[src/rtl/round_pipe.sv]
// round_pipe: two-stage rounding pipeline for a (2*NSIG+2)-bit product significand.
// Stage 1 splits the operand into retained/guard/sticky and picks the increment;
// stage 2 adds it and raises the carry-out as overflow. Valid/ready flow control
// lets each stage advance independently, and a saturating counter tallies the
// overflowed results the consumer accepts.
module round_pipe #(
  parameter int NSIG = 7,
  parameter int TAGW = 4,
  parameter int CNTW = 8
) (
  input  logic              clk,
  input  logic              rst,
  input  logic              in_valid,
  output logic              in_ready,
  input  logic [2*NSIG+1:0] in_sig,
  input  logic              in_sign,
  input  logic [1:0]        in_rmode,
  input  logic [TAGW-1:0]   in_tag,
  output logic              out_valid,
  input  logic              out_ready,
  output logic [NSIG-1:0]   out_sig,
  output logic              out_overflow,
  output logic              out_inexact,
  output logic              out_sign,
  output logic [TAGW-1:0]   out_tag,
  input  logic              cnt_clr,
  output logic [CNTW-1:0]   ovf_count
);

  localparam logic [1:0] RM_RNE = 2'b00;
  localparam logic [1:0] RM_RTZ = 2'b01;
  localparam logic [1:0] RM_RDN = 2'b10;
  localparam logic [1:0] RM_RUP = 2'b11;

  typedef struct packed {
    logic [NSIG-1:0] r;
    logic            inc;
    logic            inx;
    logic            sgn;
    logic [TAGW-1:0] tag;
  } s1_t;

  typedef struct packed {
    logic [NSIG-1:0] sig;
    logic            ovf;
    logic            inx;
    logic            sgn;
    logic [TAGW-1:0] tag;
  } s2_t;

  // vld_q[1] / vld_q[2] are the stage-1 / stage-2 occupancy bits
  logic [2:1]      vld_q;
  s1_t             s1_d, s1_q;
  s2_t             s2_d, s2_q;
  logic [CNTW-1:0] cnt_d, cnt_q;
  logic            en1, en2;
  logic [NSIG:0]   sum;
  logic            g, s;

  // the MSB is left to upstream normalisation and plays no part in rounding
  logic unused_msb;
  assign unused_msb = in_sig[2*NSIG+1];

  // A stage may load when it is empty or its content is moving on this cycle
  assign en2      = ~vld_q[2] | out_ready;
  assign en1      = ~vld_q[1] | en2;
  assign in_ready = en1;

  // Stage-1 next state: field split and mode-dependent increment
  always_comb begin
    s1_d     = '0;
    g        = in_sig[NSIG];
    s        = |in_sig[NSIG-1:0];
    s1_d.r   = in_sig[2*NSIG:NSIG+1];
    s1_d.inx = g | s;
    s1_d.sgn = in_sign;
    s1_d.tag = in_tag;
    case (in_rmode)
      RM_RNE:  s1_d.inc = g & (s | s1_d.r[0]);
      RM_RTZ:  s1_d.inc = 1'b0;
      RM_RDN:  s1_d.inc = in_sign & s1_d.inx;
      RM_RUP:  s1_d.inc = ~in_sign & s1_d.inx;
      default: s1_d.inc = 1'b0;
    endcase
  end

  // Stage-2 next state: one-wider add so the carry-out becomes the overflow flag
  always_comb begin
    s2_d     = '0;
    sum      = {1'b0, s1_q.r} + {{NSIG{1'b0}}, s1_q.inc};
    s2_d.sig = sum[NSIG-1:0];
    s2_d.ovf = sum[NSIG];
    s2_d.inx = s1_q.inx;
    s2_d.sgn = s1_q.sgn;
    s2_d.tag = s1_q.tag;
  end

  // Overflow counter next state: clear beats increment, saturate at all-ones
  always_comb begin
    cnt_d = cnt_q;
    if (cnt_clr)
      cnt_d = '0;
    else if (vld_q[2] && out_ready && s2_q.ovf && !(&cnt_q))
      cnt_d = cnt_q + 1'b1;
  end

  // Pipeline registers and counter; reset flushes everything in flight
  always_ff @(posedge clk) begin
    if (rst) begin
      vld_q <= '0;
      s1_q  <= '0;
      s2_q  <= '0;
      cnt_q <= '0;
    end else begin
      if (en1) begin
        vld_q[1] <= in_valid;
        s1_q     <= s1_d;
      end
      if (en2) begin
        vld_q[2] <= vld_q[1];
        s2_q     <= s2_d;
      end
      cnt_q <= cnt_d;
    end
  end

  assign out_valid    = vld_q[2];
  assign out_sig      = s2_q.sig;
  assign out_overflow = s2_q.ovf;
  assign out_inexact  = s2_q.inx;
  assign out_sign     = s2_q.sgn;
  assign out_tag      = s2_q.tag;
  assign ovf_count    = cnt_q;

endmodule

[config.mk]
export PLATFORM = sky130hd
export DESIGN_NAME = round_pipe
export DESIGN_NICKNAME = d
export VERILOG_FILES = /design/src/rtl/round_pipe.sv
export SDC_FILE = /design/constraint.sdc
export NUM_CORES = 1
export LEC_CHECK = 0
export ABC_AREA = 1
export BUFFER_PORTS_ARGS = -buffer_cell sky130_fd_sc_hd__buf_2
export CORE_MARGIN = 1
export CORE_UTILIZATION = 50
export DETAILED_ROUTE_END_ITERATION = 10
export GPL_TIMING_DRIVEN = 1
export HOLD_SLACK_MARGIN = 0.1
export MAX_ROUTING_LAYER = met4
export PLACE_DENSITY = 0.78
export RECOVER_POWER = 25
export SYNTH_ARGS = -nofsm -noshare
export SYNTH_HDL_FRONTEND = slang
export SYNTH_SLANG_ARGS = --single-unit
[constraint.sdc]
create_clock -name clk -period 1.4 [get_ports clk]
set_input_delay 0.07 -clock clk [delete_from_list [all_inputs] [get_ports clk]]
set_output_delay 0.07 -clock clk [all_outputs]
set_load 0.01 [all_outputs]
==> results by group <==
Setup path
  • Crit-path cells: ha_2, ha_1, nand3_2, nor2_2, nand3b_1, a31oi_1
  • Slowest CP cell: dfxtp_1
  • CP Capture Type: register
  • Critical path's top delay family: adder cells
  • Crit path max fanout: 3
  • CP max stage delay: 0.36 ns
  • Crit Path Category: register to register
  • WP data required: 1.67 ns
  • CP bufs+invs: 0
  • Critical Path AT: 1.61 ns
  • CP Launch Type: register

STA
  • Post-route minimum period: 1.34 ns
  • Final Hold Viols: 0
  • Final setup violating endpoints: 0
  • Fmax achieved: 0.748 GHz
  • Clock skew: 0.00607 ns
  • Slew Limit Headroom: 76.9%
  • PnR worst setup slack: 0.0631 ns
  • Slew @ Worst Pin: 0.345 ns
  • Max Slew Vio Count: 0
  • Final Cycle Share: 95.5%
  • Setup TNS: 0 ns

Detailed routing
  • Met2 wire length: 1800 um
  • DRC viols: 0
  • DRT iter0 DRCs: 77
  • Vias per std cell: 4.85
  • Met1 WL: 1710 um
  • Drt total wl: 3730 um
  • Pre-Repair DR Iteration Count: 4
  • Vias: 1687
  • Met3 Routed Length: 152 um
  • Drt wl/cell: 10.7 um
  • Post-DRT Antenna Nets: 0
  • DR top layer: met4

Clock tree
  • CTS tree: yes
  • Worst skew pair latency: 0.34 ns
  • Htree depth: 2
  • CTS Sinks: 38
  • Root buffer cell: clkbuf_4
  • Clock buffer depth: 2
  • Num CTS Buffers: 5
  • Clk slew on worst S/H paths: 0.11 ns

Placed design
  • DP Wirelength: 2500 um
  • PortBufs: 50
  • Placement Setup Slack: 0.0897 ns
  • Gpl congestion: 0.779

GRT
  • Largest net degree at the start of global routing: 21
  • Vias in the first global route: 1532
  • Overflow after GRT: 0
  • Initial antenna violation count: 0
  • First-pass GRT wire length: 6130 um
  • GRT Total Usage: 23.5%

Pwr
  • P per Cell Area: 1040 nW/um^2
  • Comb pwr share: 10.1%
  • VDD IR-drop max: 0.823 mV
  • P_leak: 1.07 nW
  • Net Sw Power: 0.512 mW
  • Sw Share: 21.6%
  • Clock power frac: 40.6%
  • Cell Int Power: 1.85 mW
  • Seq pwr share: 49.3%

Finish
  • Fillers: 277
  • Area occupied by multi-input gates: 800 um^2
  • Ratio of cells with drive above 1 in the final layout: 21.4%
  • N_diodes: 0
  • Final net count: 334
  • FF/Latch Area: 762 um^2
  • Most frequent cells in the layout: nor2_1 (41), dfxtp_1 (37), buf_2 (36), nand2_1 (31), inv_1 (29)
  • Commonest non-fill, non-tap cell in the layout: nor2_1
  • P&R area growth vs syn: 33.6%

Die
  • Die area: 3640 um^2
  • Placeable Area: 3150 um^2
  • Starting density of the core: 54.0%
  • Row cnt: 20
  • Die W: 60.4 um
  • Top-Level Pins: 52
  • Die span in y: 60.4 um

Status
  • Status: complete, no violations

Worst hold path
  • Hold Path Class: input pin to register

Yosys
  • Register bit total from synthesis: 38
  • Avg Cell Area, Syn: 7.34 um^2
  • Cells after synthesis: 232
  • Syn nets: 263
  • Yosys warns: 0
  • Distinct cells, synth: 30
  • Sequential fraction of the synthesis area: 44.7%
  • Mapped Area: 1700 um^2

Flow run
  • MaxCap Viol Count: 0
## timing repair
| item | 4_1_cts | 5_1_grt |
|---|---|---|
| hold buffers | 15 | 0 |
| setup buffers | 0 | 1 |
| hold endpoints to repair | 24 | 0 |
| endpoints found under the setup margin | 0 | 4 |
| gates resized for setup | 0 | 6 |
## final timing paths
path / startpoint / to / slack (ns) / cells past startpoint
setup / recovery: s1_q[6] / out_sig[6] / 0.06 / 6
hold / removal: in_sig[7] / s1_q[5] / 0.13 / 5
setup reg to reg: s1_q[6] / out_sig[6] / 0.06 / 6
hold reg to reg: s1_q[3] / s1_q[3] / 0.49 / 2
## cells in the mapped netlist
| cell type | number | share of area (%) |
|---|---|---|
| ha_1 | 3 | 2.2 |
| a21oi_1 | 16 | 4.7 |
| dfxtp_1 | 38 | 45 |
| nand3_1 | 10 | 2.9 |
| o21ai_0 | 27 | 7.9 |
| nand2_4 | 1 | 0.66 |
| xnor2_1 | 2 | 1.0 |
| nor2_4 | 3 | 2.0 |
| nand3b_1 | 1 | 0.44 |
| nand4_1 | 5 | 1.8 |
| o21bai_1 | 1 | 0.44 |
| nor2_2 | 1 | 0.37 |
| inv_1 | 29 | 6.4 |
| nand2_2 | 2 | 0.73 |
| o31ai_1 | 1 | 0.44 |
| clkbuf_2 | 1 | 0.29 |
| clkbuf_1 | 1 | 0.22 |
| xor2_1 | 3 | 1.5 |
| clkinv_1 | 1 | 0.22 |
| o211ai_1 | 1 | 0.44 |
| nor2_1 | 42 | 9.3 |
| a31oi_1 | 1 | 0.37 |
| o21a_1 | 1 | 0.44 |
| nand3_4 | 1 | 1.0 |
| nor3_1 | 1 | 0.29 |
| inv_2 | 3 | 0.66 |
| buf_2 | 3 | 0.88 |
| nand2_1 | 31 | 6.8 |
| buf_4 | 1 | 0.44 |
| o21ai_1 | 1 | 0.29 |
## cell families after synthesis
group | Yosys count | synth area share, %
flops | 38 | 44.7
simple gates | 98 | 26.4
compound gates | 49 | 15.1
xor+xnor | 5 | 2.57
buf+inv | 39 | 9.11
fa+ha+maj | 3 | 2.20
## worst register-to-register path: cells and delay by family (launching register included)
kind            cells  cell delay (ns)
compound gates      1             0.15
fa+ha+maj           2             0.42
flops               1             0.36
simple gates        3             0.35
## cell type report
cell class,instances,area share (%)
Clock buffer,6,2.26
Clock inverter,2,2.64
Inverter,33,5.56
Multi-Input combinational cell,155,35.1
Sequential cell,38,33.5
Tap cell,44,2.42
Timing Repair Buffer,70,18.5
## registers in the layout, summed over array words and instances (netlist names)
name	flops
out_inexact	1
out_overflow	1
out_sig	7
out_sign	1
out_tag	4
ovf_count	8
s1_q	14
vld_q	2
## routing by layer
layer | global-route usage, % | vias up
li1 | - | 887
met1 | 25.9 | 749
met2 | 40.0 | 43
met3 | 4.69 | 8
met4 | 11.6 | 0
met5 | - | -
## per-stage QoR
step | power [mW] | hold WS [ns] | std cells | cell area (um^2) | util [%]
after global routing | 2.48 | 0.158 | 348 | 2270 | 72.1
final | 2.37 | 0.131 | 348 | 2270 | 72.1
after detailed placement | 1.40 | 0.296 | 324 | 2010 | 63.7
after CTS | 2.39 | 0.116 | 347 | 2270 | 71.9
after floorplan | 1.31 | 0.139 | 232 | 1700 | -
after global placement | 1.39 | 0.293 | 324 | 2010 | 63.7
## power groups by stage
stage / combinational (mW) / sequential (mW) / clock, mW
floorplan: 0.109 / 1.20 / 0
global placement: 0.204 / 1.19 / 0
detailed placement: 0.209 / 1.19 / 0
CTS: 0.242 / 1.16 / 0.981
global route: 0.271 / 1.17 / 1.04
finish: 0.239 / 1.17 / 0.961
(Power assumes the default switching activity.)
